--- src/rtl/core_fetch.sv ---
`default_nettype none
// ============================================================================
// Module   : core_fetch
// Brief    : Instruction fetch stage. Owns the PC, issues in-order IMEM
//            requests under a credit limit, buffers returned words and
//            presents one instruction per cycle to decode.
// Revision : 1.0 - initial release
// ============================================================================
module core_fetch #(
    parameter logic [31:0] RESET_PC = 32'h0000_0000,
    parameter int          DEPTH    = 2
) (
    input  logic        CLK,
    input  logic        RST_N,
    input  logic        STALL,
    input  logic        REDIRECT,
    input  logic [31:0] REDIRECT_PC,
    output logic        IMEM_REQ,
    output logic [31:0] IMEM_ADDR,
    input  logic        IMEM_GNT,
    input  logic        IMEM_RVALID,
    input  logic [31:0] IMEM_RDATA,
    output logic [31:0] INST,
    output logic [31:0] INST_PC,
    output logic        INST_VALID
);

    localparam int                 c_PTR_W    = (DEPTH > 1) ? $clog2(DEPTH) : 1;
    localparam int                 c_CNT_W    = $clog2(DEPTH + 1);
    localparam logic [c_PTR_W-1:0] c_PTR_LAST = c_PTR_W'(DEPTH - 1);
    localparam logic [c_CNT_W:0]   c_CREDITS  = (c_CNT_W + 1)'(DEPTH);
    localparam logic [31:0]        c_NOP      = 32'h0000_0013;

    logic [31:0]        r_pc;
    logic [c_CNT_W-1:0] r_outstanding;
    logic [c_CNT_W-1:0] r_discard;

    logic [31:0]        r_fifo_data [DEPTH];
    logic [31:0]        r_fifo_pc   [DEPTH];
    logic [c_PTR_W-1:0] r_fifo_rd;
    logic [c_PTR_W-1:0] r_fifo_wr;
    logic [c_CNT_W-1:0] r_fifo_count;

    logic [31:0]        r_aq_pc [DEPTH];
    logic [c_PTR_W-1:0] r_aq_rd;
    logic [c_PTR_W-1:0] r_aq_wr;

    logic [c_CNT_W:0]   w_credit_used;
    logic [c_CNT_W-1:0] w_out_next;
    logic [31:0]        w_redirect_pc;
    logic               w_grant;
    logic               w_rsp;
    logic               w_rsp_drop;
    logic               w_push;
    logic               w_pop;

    function automatic logic [c_PTR_W-1:0] f_ptr_inc(input logic [c_PTR_W-1:0] p);
        return (p == c_PTR_LAST) ? '0 : p + c_PTR_W'(1);
    endfunction

    // Buffered words count against the credit so the FIFO can never overflow.
    assign w_credit_used = {1'b0, r_outstanding} + {1'b0, r_fifo_count};
    assign IMEM_REQ      = RST_N && !REDIRECT && (w_credit_used < c_CREDITS);
    assign IMEM_ADDR     = r_pc;
    assign w_grant       = IMEM_REQ && IMEM_GNT;
    assign w_redirect_pc = REDIRECT_PC & 32'hFFFF_FFFC;

    // Responses with nothing outstanding are strays and have no effect at all.
    assign w_rsp      = IMEM_RVALID && (r_outstanding != '0);
    assign w_rsp_drop = w_rsp && (r_discard != '0);
    assign w_push     = w_rsp && (r_discard == '0) && !REDIRECT;
    assign w_out_next = r_outstanding + c_CNT_W'(w_grant) - c_CNT_W'(w_rsp);

    assign INST_VALID = RST_N && !REDIRECT && (r_fifo_count != '0);
    assign w_pop      = INST_VALID && !STALL;
    assign INST       = INST_VALID ? r_fifo_data[r_fifo_rd] : c_NOP;
    assign INST_PC    = INST_VALID ? r_fifo_pc[r_fifo_rd]   : '0;

    always_ff @(posedge CLK) begin
        if (!RST_N) begin
            r_pc          <= {RESET_PC[31:2], 2'b00};
            r_outstanding <= '0;
            r_discard     <= '0;
        end else begin
            r_outstanding <= w_out_next;
            if (REDIRECT) begin
                // Everything still in flight after this edge belongs to the old stream.
                r_pc      <= w_redirect_pc;
                r_discard <= w_out_next;
            end else begin
                if (w_grant) begin
                    r_pc <= r_pc + 32'd4;
                end
                if (w_rsp_drop) begin
                    r_discard <= r_discard - c_CNT_W'(1);
                end
            end
        end
    end

    // Address queue holds the PC of each live (non-discarded) request in order.
    always_ff @(posedge CLK) begin
        if (!RST_N || REDIRECT) begin
            r_aq_rd <= '0;
            r_aq_wr <= '0;
        end else begin
            if (w_grant) begin
                r_aq_wr <= f_ptr_inc(r_aq_wr);
            end
            if (w_push) begin
                r_aq_rd <= f_ptr_inc(r_aq_rd);
            end
        end
    end

    always_ff @(posedge CLK) begin
        if (w_grant) begin
            r_aq_pc[r_aq_wr] <= r_pc;
        end
    end

    always_ff @(posedge CLK) begin
        if (!RST_N || REDIRECT) begin
            r_fifo_rd    <= '0;
            r_fifo_wr    <= '0;
            r_fifo_count <= '0;
        end else begin
            if (w_push) begin
                r_fifo_wr <= f_ptr_inc(r_fifo_wr);
            end
            if (w_pop) begin
                r_fifo_rd <= f_ptr_inc(r_fifo_rd);
            end
            r_fifo_count <= r_fifo_count + c_CNT_W'(w_push) - c_CNT_W'(w_pop);
        end
    end

    always_ff @(posedge CLK) begin
        if (w_push) begin
            r_fifo_data[r_fifo_wr] <= IMEM_RDATA;
            r_fifo_pc[r_fifo_wr]   <= r_aq_pc[r_aq_rd];
        end
    end

endmodule
`default_nettype wire

--- config.mk ---
export PLATFORM = sky130hd
export DESIGN_NAME = core_fetch
export DESIGN_NICKNAME = d
export VERILOG_FILES = /design/src/rtl/core_fetch.sv
export SDC_FILE = /design/constraint.sdc
export NUM_CORES = 1
export LEC_CHECK = 0
export CAP_MARGIN = 20
export CORE_UTILIZATION = 35
export CTS_BUF_LIST = sky130_fd_sc_hd__clkbuf_16
export CTS_CLUSTER_DIAMETER = 30
export DETAILED_ROUTE_END_ITERATION = 16
export PLACE_DENSITY_LB_ADDON = 0.1
export SYNTH_ARGS = -nofsm -noshare
export SYNTH_HDL_FRONTEND = slang
export SYNTH_SLANG_ARGS = --single-unit
--- constraint.sdc ---
create_clock -name CLK -period 7.9 [get_ports CLK]
set_input_delay 1.975 -clock CLK [delete_from_list [all_inputs] [get_ports CLK]]
set_output_delay 1.975 -clock CLK [all_outputs]
set_load 0.01 [all_outputs]
==> results.md, run 1 <==
* Outcome: finished, final reports clean
* CTS clk-pin slew, worst paths at 40 ps
* Synth Register Bits at 226
* Iteration-0 DRC Markers at 314
* Peak VDD IR at 0.143 mV
* Layout fillers at 2245
* Nets@finish at 914
* Post-synth EDFFs at 184
* Reg2Reg Depth at 7
* Routed Wire Length at 21500 um
* Fmax at 156 MHz
* Worst setup path endpoint: INST[17]
* Die height at 164 um
* First-pass GRT wire length at 33200 um
* CTS tree: done
* Port-buffer cells at 161
* Clock Path Buffers at 3
* Sequential share of the synthesized area at 0.690
* HPWL after DPL at 13600 um
* Critical Path RT at 5930 ps
* Total global-route track usage at 0.160
* Clk_skew at 16.9 ps
* Residual DRC count at 0
* Leak Pwr at 4.30 nW
* Most common cell after layout, fill and taps aside: edfxtp_1
* Full die area at 0.0270 mm^2
* R2R Setup Slk at 4540 ps
* Ys Warns at 0
* Worst slew pin tran at 1080 ps
* Sequential Power Share at 0.396
* NetSw at 0.000792 W
* CP Class: input port to primary output
* Commonest non-fill, non-tap cells in the layout: edfxtp_1 (184), clkdlybuf4s50_1 (161), nor2_1 (73)
* Clock Sinks at 226
* # Post-CTS Setup Buffers at 0
* Final Power at 0.00360 W
* Final Setup Violations at 0
* Post_cts resized at 0
* Crit path from: RST_N
* Via Count at 5985
* CP Capture Type: primary output
* Grt total ovfl at 0
* Max Cap Viol at 0
* Skew-Pair Late Insertion Delay at 520 ps
* # hold bufs at CTS at 0
* H-tree levels at 2
* Critical Path AT at 4430 ps
* Number of core rows at 59
* Syn Inst Count at 647
* Initial antenna violation count at 0
* HP Class: flip-flop to flip-flop
* Ys async rst share at 0
* RSZ-0062 raised after global routing: no
* Routed len/inst at 17.8 um
* Vias in the first global route at 5944
* Worst hold slack at 502 ps
* Period utilisation layout at 0.810
* Crit start category: input port
* Final hold violations at 0
* Drt first pass iters at 4
* Core ar. at 0.0260 mm^2
* Layout area overhead at 38.9%
* Worst Path Max Fanout at 45
* Number of distinct library cells after synthesis at 58
* Clk pwr share at 0.528
* Combinational share of power at 0.077
* Total internal power at 0.00281 W
* Pwr dens at 281 mW/mm^2
* Post-DRT Antenna Nets at 0
* Net Sw Frac at 0.220
* I/O Pins at 168
* Syn Std Cell Area at 0.00923 mm^2
* Share of layout cells above drive strength 1 at 0.145
* Via density at 4.95
* Reg-to-Reg Start: r_fifo_count[0]$_SDFF_PP0_
* Slew margin rel. at 0.270
* GPL Wtd Cong at 0.821
* Antenna diodes at 0
* Most used DFF post-synth: edfxtp_1
* Reg2Reg Capture Point: r_aq_pc[0][7]$_DFFE_PP_
* CTS Buf Count at 47
* Fin Setup TNS at 0 ps
* Syn Area/Cell at 14.3 um^2
* Root Buffer: clkbuf_16
* Count of pins over their slew limit at 0
* Largest net degree at the start of global routing at 63
* Die width at 164 um
* Min Tclk post-route at 6400 ps
* Initial Util at 0.355
## synthesized netlist by cell type, types with 5 or more instances
cell type	count	area (um^2)
clkbuf_1	28	105
nand3_1	13	65.1
or3_1	5	31.3
ha_1	6	75.1
o211a_1	6	60.1
and2_1	7	43.8
dfxtp_1	42	841
o31ai_1	5	37.5
nand4_1	13	81.3
nor3_1	11	55.1
o21ai_0	24	120
edfxtp_1	184	5530
nand2_1	18	67.6
or4_1	6	45.0
inv_1	9	33.8
and3_1	8	50.1
nand2b_1	5	31.3
mux2_2	31	349
mux2i_1	62	621
a31oi_1	9	56.3
xnor2_1	13	114
a21oi_1	5	25.0
nor2_1	75	282
and4_1	6	52.6
## metrics by stage
step	worst slack, ps	cells	util	area (um^2)
2_1_floorplan	2400	650	-	9240
3_3_place_gp	1520	1122	0.432	11200
3_5_place_dp	1430	1123	0.433	11300
4_1_cts	1450	1208	0.493	12800
5_1_grt	1280	1208	0.493	12800
6_report	1500	1208	0.493	12800
## area by class of cell
cell class / count / area, um^2 / area share
Sequential cell: 226 / 6370 / 0.497
Tap cell: 335 / 419 / 0.0327
Clock inverter: 38 / 382 / 0.0298
Multi-Input combinational cell: 379 / 2710 / 0.211
Clock buffer: 47 / 1180 / 0.0918
Inverter: 9 / 33.8 / 0.00264
Timing Repair Buffer: 174 / 1730 / 0.135
## logic make-up (layout without fill, tap and decap cells)
logic type	after synthesis	after routing	synth area share
flip-flops	226	226	0.690
AND/OR/NAND/NOR	186	186	0.105
multiplexers	93	93	0.105
AO/OA/AOI/OAI	72	72	0.0527
buffers and inverters	45	268	0.0203
XOR/XNOR	17	17	0.0161
adder cells (fa/ha/maj)	7	7	0.0103
other	1	4	0.000406
## state kept, by name (all words and copies together), names as in the netlist, named ones only
name / flops
r_fifo_count: 2
IMEM_ADDR: 30
r_fifo_pc: 60
r_fifo_data: 64
r_aq_wr: 1
r_fifo_wr: 1
r_fifo_rd: 1
r_aq_pc: 60
r_discard: 2
r_aq_rd: 1
r_outstanding: 2
## worst max-delay path: stages
cell and delay (ps):
clkdlybuf4s50_1 450, buf_4 320, nor2b_1 180, buf_4 200
o21ai_4 170, buf_4 320, nor2_1 190, clkdlybuf4s50_1 560
## power by group through the flow
stage | Combinational (W) | Sequential (W) | Clock [W]
after floorplan | 0.000157 | 0.00144 | 0
after CTS | 0.000282 | 0.00143 | 0.00194
final | 0.000276 | 0.00142 | 0.00190
after global placement | 0.000273 | 0.00144 | 0
after detailed placement | 0.000279 | 0.00145 | 0
after global routing | 0.000307 | 0.00143 | 0.00200
## per-layer routing
metal | wire length (um) | GRT usage | vias up
li1 | - | - | 2848
met1 | 9620 | 0.209 | 2890
met2 | 10100 | 0.261 | 202
met3 | 1350 | 0.0379 | 45
met4 | 475 | 0.0588 | 0
met5 | 0 | 0 | -
## worst min path at each step
stage / cells past startpoint / slack, ps / startpoint / end
3_5_place_dp: 2 / 500 / r_aq_rd$_SDFFE_PP0P_ / flip-flop
3_3_place_gp: 2 / 490 / r_aq_rd$_SDFFE_PP0P_ / r_aq_rd$_SDFFE_PP0P_
2_1_floorplan: 2 / 470 / r_aq_rd$_SDFFE_PP0P_ / flip-flop
4_1_cts: 2 / 510 / r_fifo_rd$_SDFFE_PP0P_ / flip-flop
6_report: 2 / 500 / r_fifo_rd$_SDFFE_PP0P_ / flip-flop
5_1_grt: 2 / 550 / r_aq_rd$_SDFFE_PP0P_ / r_aq_rd$_SDFFE_PP0P_
(Power assumes the default switching activity.)
==> run 2: changes to the inputs <==
clock period = 5.3 ns   (was 7.9 ns; I/O delays follow)
==> run 2 against run 1 <==
Routed wire length is 3.5% higher; clock skew is 1.6 ps lower; worst setup slack worse by 990 ps; critical path type unchanged; largest power group unchanged; first-iteration DRC count is 13% higher; clock power is 69% higher; flip-flop and latch count stayed put; clock-buffer cell count is 4 higher; hold slack worse by 5.2 ps; final cell count is 0.75% higher.
==> results.md, run 2 (synthesized netlist as in run 1, its figures left out) <==
* Outcome: finished, final reports clean
* Full die area at 0.0270 mm^2
* Root Buffer: clkbuf_16
* Critical Path RT at 3970 ps
* Count of pins over their slew limit at 0
* Combinational share of power at 0.073
* Slew margin rel. at 0.380
* Critical path's slowest cell: clkdlybuf4s50_1
* Routed wl met2 at 10700 um
* Worst slew pin tran at 930 ps
* Crit start category: input port
* Max Cap Viol at 0
* Metal-1 WL at 9580 um
* Antenna diodes at 0
* Final Setup Violations at 0
* RSZ-0062 raised after global routing: no
* Vias in the first global route at 6212
* Final Power at 0.00576 W
* First-pass GRT wire length at 34000 um
* I/O Pins at 168
* Clock Sinks at 226
* Via density at 5.00
* Routed Wire Length at 22300 um
* Reg with most FFs: r_fifo_data
* Period utilisation layout at 0.904
* R2R Setup Slk at 1960 ps
* NetSw at 0.00121 W
* Drt first pass iters at 5
* CTS Buf Count at 49
* Core ar. at 0.0260 mm^2
* Peak VDD IR at 0.303 mV
* Total global-route track usage at 0.167
* Reg2Reg Depth at 12
* Final hold violations at 0
* Skew-Pair Late Insertion Delay at 530 ps
* Die width at 164 um
* Leak Pwr at 4.44 nW
* Port-buffer cells at 161
* Total internal power at 0.00455 W
* Worst hold slack at 497 ps
* Largest net degree at the start of global routing at 63
* Net Sw Frac at 0.209
* # Post-CTS Setup Buffers at 0
* Post_cts resized at 0
* Worst Path Max Fanout at 34
* CP Class: input port to primary output
* Fin Setup TNS at 0 ps
* Clk pwr share at 0.558
* Grt total ovfl at 0
* CP Capture Type: primary output
* HPWL after DPL at 14000 um
* Routed len/inst at 18.3 um
* Met3 wire length at 1600 um
* Number of core rows at 59
* Min Tclk post-route at 4790 ps
* Top routing layer in use: met4
* CTS tree: done
* Biggest regs: r_fifo_data (64), r_aq_pc (60), r_fifo_pc (60)
* H-tree levels at 2
* Commonest non-fill, non-tap cells in the layout: edfxtp_1 (184), clkdlybuf4s50_1 (161), nor2_1 (73)
* Pwr dens at 441 mW/mm^2
* CTS clk-pin slew, worst paths at 40 ps
* HP Class: flip-flop to flip-flop
* Fmax at 209 MHz
* Most common cell after layout, fill and taps aside: edfxtp_1
* Via Count at 6089
* Initial Util at 0.355
* Initial antenna violation count at 0
* Critical Path AT at 3470 ps
* Delay of the slowest critical-path stage at 550 ps
* Post-DRT Antenna Nets at 0
* CP most frequent cell: clkdlybuf4s50_1
* Sequential Power Share at 0.369
* Cell Chain, Critical Path: clkdlybuf4s50_1 -> nor2b_1 -> o21ai_4 -> buf_12 -> nor2_1 -> clkdlybuf4s50_1
* Nets@finish at 920
* Iteration-0 DRC Markers at 354
* Max reg flops at 64
* # hold bufs at CTS at 0
* Residual DRC count at 0
* Clk_skew at 15.4 ps
* Die height at 164 um
* Min-Delay Path Depth at 2
* Share of layout cells above drive strength 1 at 0.154
* Layout area overhead at 41.6%
* Clock Path Buffers at 3
* GPL Wtd Cong at 0.805
==> run 2: changes by cell type in the layout (fill, tap and decap cells not counted), moves of 2 or more <==
cell        before  now
clkinv_4         3    1
clkinv_2         7    9
bufinv_16        7   12
clkinvlp_4       7    3
clkbuf_16       47   51
==> run 2: power by group through the flow <==
stage               logic, W  registers, W  clock network, W
CTS                 0.000423       0.00213           0.00326
global placement    0.000411       0.00215                 0
global route        0.000461       0.00214           0.00335
floorplan           0.000234       0.00214                 0
detailed placement  0.000419       0.00216                 0
finish              0.000418       0.00213           0.00321
==> run 2: metal layers <==
metal	track usage	vias to the layer above
li1	-	2864
met1	0.214	2940
met5	0	-
met2	0.277	247
met4	0.0584	0
met3	0.0389	38
==> run 2: path summary, 6_finish.rpt <==
| kind | startpoint | endpoint |
|---|---|---|
| hold reg to reg | r_aq_rd$_SDFFE_PP0P_ | flip-flop |
| setup reg to reg | r_fifo_count[0]$_SDFF_PP0_ | r_discard[1]$_SDFFE_PN0P_ |
| hold / removal | r_aq_rd$_SDFFE_PP0P_ | flip-flop |
| setup / recovery | RST_N | INST_PC[18] |
==> run 2: cell type report <==
class | instances | area, um^2
Multi-Input combinational cell | 379 | 2710
Clock inverter | 39 | 494
Fill cell | 2232 | 12900
Timing Repair Buffer | 178 | 1770
Clock buffer | 51 | 1280
Sequential cell | 226 | 6370
Inverter | 9 | 33.8
Tap cell | 335 | 419
==> run 2: through the flow <==
step | instances | area (um^2) | setup slack [ps] | util
floorplan | 650 | 9240 | 449 | -
global placement | 1124 | 11300 | 561 | 0.433
detailed placement | 1125 | 11300 | 522 | 0.434
CTS | 1215 | 13100 | 514 | 0.503
global route | 1217 | 13100 | 397 | 0.503
finish | 1217 | 13100 | 510 | 0.503
==> run 2: worst max-delay path: cells and delay by family <==
family	cells	cell delay, ps
AOI/OAI and AO/OA	1	330
buffers and inverters	3	1290
and+or+nand+nor	2	490
==> run 3: changes to the inputs <==
CORE_UTILIZATION = 40   (was 35)
SLEW_MARGIN = 25   (was default)
==> run 3 against run 2 <==
Flip-flop and latch count unchanged; first-iteration DRC count down 0.28%; routed wire length down 5.3%; critical path depth up 1; sequential share of layout area up 1.2 points; worst setup slack better by 42 ps; die area down 12%.
==> results.md, run 3 (synthesized netlist as in run 1, its figures left out) <==
* # hold bufs at CTS at 0
* CP most frequent cell: clkdlybuf4s50_1
* Post-DRT Antenna Nets at 0
* Slew margin rel. at 0.403
* Worst slew pin tran at 895 ps
* R2R Setup Slk at 1940 ps
* Total global-route track usage at 0.181
* CP Class: input port to primary output
* Skew-Pair Late Insertion Delay at 530 ps
* Setup ws final at 551 ps
* Critical Path AT at 3420 ps
* Layout area overhead at 38.2%
* Reg-to-Reg Start: r_fifo_count[0]$_SDFF_PP0_
* Fmax at 211 MHz
* Final hold violations at 0
* Leak Pwr at 4.29 nW
* Delay of the slowest critical-path stage at 570 ps
* Drt first pass iters at 4
* CP Capture Type: primary output
* Reg2Reg Capture Point: r_discard[1]$_SDFFE_PN0P_
* Layout fillers at 1872
* Cell Chain, Critical Path: clkdlybuf4s50_1 -> nor2b_1 -> o21ai_4 -> buf_4 -> inv_1 -> nand2_1 -> clkdlybuf4s50_1
* Residual DRC count at 0
* Routed len/inst at 18.2 um
* Nets@finish at 914
* Iteration-0 DRC Markers at 353
* Setup slack after placement at 500 ps
* RSZ-0062 raised after global routing: no
* Initial Util at 0.408
* Period utilisation layout at 0.896
* Count of pins over their slew limit at 0
* # Post-CTS Setup Buffers at 0
* Max reg flops at 64
* Grt total ovfl at 0
* Vias in the first global route at 6285
* Util after Layout at 0.563
* Dpl cells at 1074
* Die height at 154 um
* Via Count at 6077
* GPL Wtd Cong at 0.842
* I/O Pins at 168
* Via density at 5.24
* Number of core rows at 55
* Final Setup Violations at 0
* Clk_skew at 22.5 ps
* Clock Sinks at 226
* Pwr dens at 419 mW/mm^2
* Most common cell after layout, fill and taps aside: edfxtp_1
* Crit start category: input port
* Port-buffer cells at 161
* CTS tree: done
* Clock Path Buffers at 3
* Critical path's slowest cell: buf_4
* Routed Wire Length at 21100 um
* Final Non-Filler Cells at 1160
* Die width at 154 um
* Top cell family by delay on the critical path: buffers and inverters
* Core ar. at 0.0226 mm^2
* First-pass GRT wire length at 33400 um
* Post_cts resized at 0
* Hold Crit Start: r_fifo_rd$_SDFFE_PP0P_
* Share of layout cells above drive strength 1 at 0.153
* Commonest non-fill, non-tap cells in the layout: edfxtp_1 (184), clkdlybuf4s50_1 (161), nor2_1 (73)
* Reg2Reg Depth at 12
* Worst Path Max Fanout at 60
* Reg with most FFs: r_fifo_data
* Full die area at 0.0237 mm^2
* Antenna diodes at 0
* Max Cap Viol at 0
* HP Class: flip-flop to flip-flop
* Biggest regs: r_fifo_data (64), r_aq_pc (60), r_fifo_pc (60)
* Peak VDD IR at 0.229 mV
* Largest net degree at the start of global routing at 63
* Initial antenna violation count at 0
* Fin Setup TNS at 0 ps
* CTS clk-pin slew, worst paths at 50 ps
* Min-Delay Path Depth at 2
* Critical Path RT at 3970 ps
* CTS Buf Count at 46
* Min Tclk post-route at 4750 ps
* Outcome: finished, final reports clean
* Root Buffer: clkbuf_16
* HPWL after DPL at 13100 um
* H-tree levels at 2
* Critical path buffers and inverters at 4
run 3: changes by cell type in the layout (fill, tap and decap cells not counted), sizes merged:
cell / before / now
bufinv: 12 / 5
buf: 16 / 14
clkbuf: 52 / 47
clkinv: 16 / 17
inv: 17 / 20
clkinvlp: 3 / 6
run 3: layer usage:
metal / global-route usage / vias up / part of all wire / wire length [um]
met2: 0.300 / 254 / 0.48 / 10100
met3: 0.0488 / 40 / 0.073 / 1530
met4: 0.0671 / 0 / 0.021 / 437
li1: - / 2864 / - / -
met5: 0 / - / 0 / 0
met1: 0.227 / 2919 / 0.43 / 9020
run 3: final cells by class:
type                            instances  area [um^2]  area share
Sequential cell                       226         6370       0.500
Multi-Input combinational cell        379         2710       0.213
Timing Repair Buffer                  175         1730       0.136
Clock buffer                           47         1180      0.0922
Clock inverter                         39          372      0.0291
Tap cell                              285          357      0.0280
Inverter                                9         33.8     0.00265
run 3: worst max path at each step:
stage / start / endpoint / slack (ps) / depth (start not counted)
6_report: RST_N / INST[0] / 550 / 7
5_1_grt: RST_N / INST[0] / 360 / 7
4_1_cts: RST_N / INST[0] / 500 / 7
3_5_place_dp: RST_N / INST[0] / 500 / 7
3_3_place_gp: RST_N / INST[0] / 540 / 7
2_1_floorplan: REDIRECT / r_fifo_data[0][0]$_DFFE_PP_ / 450 / 4
run 3: report_power, final:
part	leakage (nW)	internal (W)	switching [W]	total (W)
sequential	2.02	0.00205	0.0000722	0.00212
clock	0.769	0.00186	0.000934	0.00280
combinational	1.50	0.000203	0.000217	0.000420
total	4.29	0.00412	0.00122	0.00534
run 3: worst min-delay path: cells and delay by family (launching register included):
family,cells,cell delay [ps]
flops,1,310
xor+xnor,1,80
simple gates,1,70
run 3: metrics by stage:
stage	hold WS (ps)	instance area, um^2	total power, W
2_1_floorplan	472	9240	0.00237
3_3_place_gp	483	11200	0.00256
3_5_place_dp	494	11200	0.00258
4_1_cts	499	12700	0.00540
5_1_grt	535	12800	0.00554
6_report	500	12800	0.00534
